$ cat src/rtl/sad_min_tracker.sv
// sad_min_tracker
//   Tracks the minimum SAD over a raster-ordered motion-search window and
//   reports its value and position once all candidates have been seen.
//
// Ports
//   Clk       : single clock, all state changes on the rising edge
//   Rst       : synchronous active-high reset
//   Start     : one-cycle pulse, begins (or restarts) a search
//   SadValid  : SadIn carries a candidate this cycle
//   SadIn     : unsigned candidate SAD, raster index order
//   Busy      : search in progress
//   Done      : one-cycle pulse, result outputs just updated
//   MinSad    : smallest SAD of the last completed search
//   MinIndex  : raster index of MinSad
//   BestX     : MinIndex >> LOG2_COLS
//   BestY     : MinIndex[LOG2_COLS-1:0]
//   Count     : candidates accepted in the current search
module sad_min_tracker #(
  parameter int SAD_W     = 16,
  parameter int LOG2_COLS = 6,
  parameter int LOG2_ROWS = 6,
  parameter int IDX_W     = LOG2_COLS + LOG2_ROWS
) (
  input  logic                 Clk,
  input  logic                 Rst,
  input  logic                 Start,
  input  logic                 SadValid,
  input  logic [SAD_W-1:0]     SadIn,
  output logic                 Busy,
  output logic                 Done,
  output logic [SAD_W-1:0]     MinSad,
  output logic [IDX_W-1:0]     MinIndex,
  output logic [LOG2_ROWS-1:0] BestX,
  output logic [LOG2_COLS-1:0] BestY,
  output logic [IDX_W:0]       Count
);

  typedef enum logic [1:0] {
    ST_IDLE,
    ST_SCAN,
    ST_DONE
  } state_t;

  localparam logic [IDX_W:0] LAST = {1'b0, {IDX_W{1'b1}}};
  localparam logic [IDX_W:0] ONE  = {{IDX_W{1'b0}}, 1'b1};

  state_t             state_q,   state_d;
  logic [IDX_W:0]     count_q,   count_d;
  logic [SAD_W-1:0]   run_min_q, run_min_d;
  logic [IDX_W-1:0]   run_idx_q, run_idx_d;
  logic [SAD_W-1:0]   min_sad_q, min_sad_d;
  logic [IDX_W-1:0]   min_idx_q, min_idx_d;

  logic               take;
  logic [SAD_W-1:0]   cand_min;
  logic [IDX_W-1:0]   cand_idx;

  // Candidate 0 always wins so an all-ones SAD is still captured; later
  // candidates need a strictly smaller value, so the earliest tie is kept.
  always_comb begin
    take     = (count_q == '0) || (SadIn < run_min_q);
    cand_min = take ? SadIn : run_min_q;
    cand_idx = take ? count_q[IDX_W-1:0] : run_idx_q;
  end

  always_comb begin
    state_d   = state_q;
    count_d   = count_q;
    run_min_d = run_min_q;
    run_idx_d = run_idx_q;
    min_sad_d = min_sad_q;
    min_idx_d = min_idx_q;

    case (state_q)
      ST_IDLE: begin
        if (Start) begin
          state_d   = ST_SCAN;
          count_d   = '0;
          run_min_d = '1;
          run_idx_d = '0;
        end
      end

      ST_SCAN: begin
        if (Start) begin
          // Abort: restart in place, a coincident sample is dropped.
          count_d   = '0;
          run_min_d = '1;
          run_idx_d = '0;
        end else if (SadValid) begin
          count_d   = count_q + ONE;
          run_min_d = cand_min;
          run_idx_d = cand_idx;
          if (count_q == LAST) begin
            // Results include this final sample, so load from the
            // candidate values rather than the running registers.
            state_d   = ST_DONE;
            min_sad_d = cand_min;
            min_idx_d = cand_idx;
          end
        end
      end

      ST_DONE: begin
        if (Start) begin
          state_d   = ST_SCAN;
          count_d   = '0;
          run_min_d = '1;
          run_idx_d = '0;
        end else begin
          state_d = ST_IDLE;
        end
      end

      default: state_d = ST_IDLE;
    endcase
  end

  always_ff @(posedge Clk) begin
    if (Rst) begin
      state_q   <= ST_IDLE;
      count_q   <= '0;
      run_min_q <= '1;
      run_idx_q <= '0;
      min_sad_q <= '0;
      min_idx_q <= '0;
    end else begin
      state_q   <= state_d;
      count_q   <= count_d;
      run_min_q <= run_min_d;
      run_idx_q <= run_idx_d;
      min_sad_q <= min_sad_d;
      min_idx_q <= min_idx_d;
    end
  end

  assign Busy     = (state_q == ST_SCAN);
  assign Done     = (state_q == ST_DONE);
  assign MinSad   = min_sad_q;
  assign MinIndex = min_idx_q;
  assign BestX    = min_idx_q[IDX_W-1:LOG2_COLS];
  assign BestY    = min_idx_q[LOG2_COLS-1:0];
  assign Count    = count_q;

endmodule

$ cat config.mk
export PLATFORM = sky130hd
export DESIGN_NAME = sad_min_tracker
export DESIGN_NICKNAME = d
export VERILOG_FILES = /design/src/rtl/sad_min_tracker.sv
export SDC_FILE = /design/constraint.sdc
export NUM_CORES = 1
export LEC_CHECK = 0
export CORE_MARGIN = 2
export CORE_UTILIZATION = 50
export DETAILED_ROUTE_END_ITERATION = 16
export PLACE_DENSITY_LB_ADDON = 0.15
export SLEW_MARGIN = 25
export SYNTH_ARGS = -nofsm -noshare
export SYNTH_HDL_FRONTEND = slang
export SYNTH_SLANG_ARGS = --single-unit
$ cat constraint.sdc
create_clock -name Clk -period 3.4 [get_ports Clk]
set_clock_uncertainty 0.1 [all_clocks]
set_input_delay 0.51 -clock Clk [delete_from_list [all_inputs] [get_ports Clk]]
set_output_delay 0.51 -clock Clk [all_outputs]
set_load 0.03 [all_outputs]
==> results.toml <==
[status]
status = "finished, final reports clean"

[clock_network]
htree_levels = 3
cts_buffers = 9
insertion_delay_ps = 350
post_cts_buffers = 0
root_buffer = "clkbuf_8"
postCtsResizedCells = 0
holdBufCountCts = 0
cts_tree = "built"
cts.sinks = 71
clk_pin_slew_ps = 70
cts_buffer_depth = 2

[final_layout]
multi_input_area_mm2 = 0.001673
final_cell_mix = "74 x clkdlybuf4s50_1, 71 x dfxtp_1, 47 x nor2_1, 22 x a211oi_1, 21 x nand2_1"
fin_nets = 462
seqCellArea_mm2 = 0.001421
utilization_pct = 66.32
antennaDiodeCount = 0
fin_cells = 507
drive_gt1_share_pct = 6.744
area_delta_synth_final_pct = 27.45
final_area_mm2 = 0.004235
fill_cells = 535
final_common_cell = "clkdlybuf4s50_1"

[worst_setup_path]
critical_path.endpoint = "run_min_q[7]"
worstSetupPathType = "in2reg"
worst_ep_required_time_ps = 3510
ff2ff_setup_slack_ps = 650
cp.arrival_ps = 3110
cp-end-kind = "flop"
ff2ff_path_depth = 8
critPathLaunchType = "primary input"
crit_path_start = "SadIn[7]"
rr_endpoint = "run_min_q[7]"
crit_fanout = 15
rr_startpoint = "run_min_q[7]"

[place]
io_buffers = 74
place_area_mm2 = 0.004058
dp_cells = 491
gp_congestion = 0.8175
post-place-ws_ps = -1.172
hpwl_um = 5421

[power]
p_seq_share_pct = 54.7
p_clk_share_pct = 37.9
total_power_mw = 1.537
swShare_pct = 25.25
ir_drop_mv = 0.2281
p_leak_nw = 1.699
pwr-share-comb_pct = 7.3
p_switching_uw = 388.1
p_int_mw = 1.149
powerDensity_mw_per_mm2 = 362.9

[timing]
setup_violations = 0
fin_crit_ps = 2998
finalMaxSlewViolations = 0
setup_slack_ps = 401.7
max_slew_margin_pct = 57.59
post-route-period-util_pct = 88.18
rsz0062_at_grt = "false"
worstMarginPinSlew_ps = 633.2
hold_viol = 0
clock.fmax_mhz = 333.5

[floorplan]
ioPinCount = 75
core_mm2 = 0.006386
start_util_pct = 52.04
num_rows = 29
die_x_um = 85.53
die_area_mm2 = 0.007315
die_h_um = 85.53

[synth]
ys_seq_area_share_pct = 42.77
async_flop_share_pct = 0
avgSynthCellArea_um2 = 9.130
synth-seq-cells = 71
syn_nets = 401
synth_area_mm2 = 0.003323
synthDistinctLibCells = 45
synth_edf_count = 0
syn_inst = 364
yosysWarnings = 0
synth-main-ff-cell = "dfxtp_1"

[detailed_routing]
vias_per_cell = 5.497
drtAntennaViolNets = 0
drc = 0
drt_wl_total_um = 7557
vias = 2787
first_iter_violations = 144
wire_per_inst_um = 14.91
dr.pass1.iters = 4

[job]
maxCapViolations = 0

[global_routing]
grt_usage_pct = 21.49
grt_max_degree = 32
grt_pass1_wl_um = 12560
antenna_found_initial = 0
grt_pass1_vias = 2654
grt_overflow = 0

[hold_path]
hold_path.class = "reg2reg"
## final cells by class
| class | count | area share, % |
|---|---|---|
| multi-input combinational | 241 | 39.50 |
| sequential | 71 | 33.56 |
| timing repair buffer | 83 | 19.08 |
| clock buffer | 10 | 3.013 |
| tap | 77 | 2.275 |
| inverter | 19 | 1.684 |
| clock inverter | 6 | 0.8863 |
## sequential cells by signal (all words and copies together), names as in the netlist
name / cells
state_q: 2
Count: 13
MinIndex: 12
MinSad: 16
run_min_q: 16
run_idx_q: 12
## critical path: stages
cell and delay [ps]:
clkdlybuf4s50_1 440, ha_1 320, and3_1 190, a221o_1 370, a211oi_2 340, a21boi_4 100, or3_1 600, a2bb2oi_1 220
## synth_stat cells, drive strengths merged (5+ instances only)
cell type | count | area [um^2]
mux2i | 18 | 180.2
nor3 | 6 | 30.03
a22o | 12 | 105.1
dfxtp | 71 | 1421
a2bb2oi | 15 | 131.4
nor2 | 47 | 176.4
o21bai | 6 | 45.04
nand3 | 7 | 35.03
ha | 17 | 212.7
o21ai | 5 | 25.02
a211oi | 23 | 177.7
nand2 | 21 | 78.83
nand4 | 5 | 31.28
a21oi | 17 | 85.08
xor2 | 6 | 52.55
inv | 19 | 71.32
clkbuf | 12 | 45.04
buf | 21 | 142.6
## worst min-delay path by stage
stage / start / endpoint / slack, ps / depth (start not counted)
2_1_floorplan: run_idx_q[7] / MinIndex[7] / 330 / 2
3_3_place_gp: run_idx_q[8] / run_idx_q[8] / 340 / 2
3_5_place_dp: run_idx_q[8] / run_idx_q[8] / 350 / 2
4_1_cts: run_idx_q[8] / run_idx_q[8] / 360 / 2
5_1_grt: run_idx_q[8] / run_idx_q[8] / 380 / 2
6_report: run_idx_q[8] / run_idx_q[8] / 360 / 2
## logic make-up after synthesis
family	after synthesis	synth area share, %
AND/OR/NAND/NOR	104	14.23
AO/OA/AOI/OAI	94	21.27
flip-flops	71	42.77
buffers and inverters	52	7.793
multiplexers	18	5.422
adder cells (fa/ha/maj)	17	6.400
XOR/XNOR	8	2.109
## power by group through the flow
stage / combinational (mW) / clock, mW / sequential, mW
6_report: 0.113 / 0.583 / 0.841
5_1_grt: 0.123 / 0.624 / 0.842
4_1_cts: 0.111 / 0.591 / 0.841
3_5_place_dp: 0.110 / 0 / 0.860
3_3_place_gp: 0.110 / 0 / 0.860
2_1_floorplan: 0.0642 / 0 / 0.858
## layer usage
metal | vias to the layer above | global-route usage (%) | wire (um)
met4 | 0 | 9.668 | 98
met3 | 9 | 3.850 | 410
li1 | 1412 | - | -
met2 | 82 | 32.32 | 3282
met1 | 1284 | 30.20 | 3765
met5 | - | 0 | 0
## per-stage QoR
| step | setup TNS, ps | hold WS, ps |
|---|---|---|
| after global placement | 0 | 340.5 |
| after global routing | 0 | 382.3 |
| after floorplan | 0 | 328.6 |
| after detailed placement | -1.172 | 350.2 |
| final | 0 | 359.8 |
| after CTS | 0 | 360.7 |
Note: power is estimated with default switching activity, not from simulation.
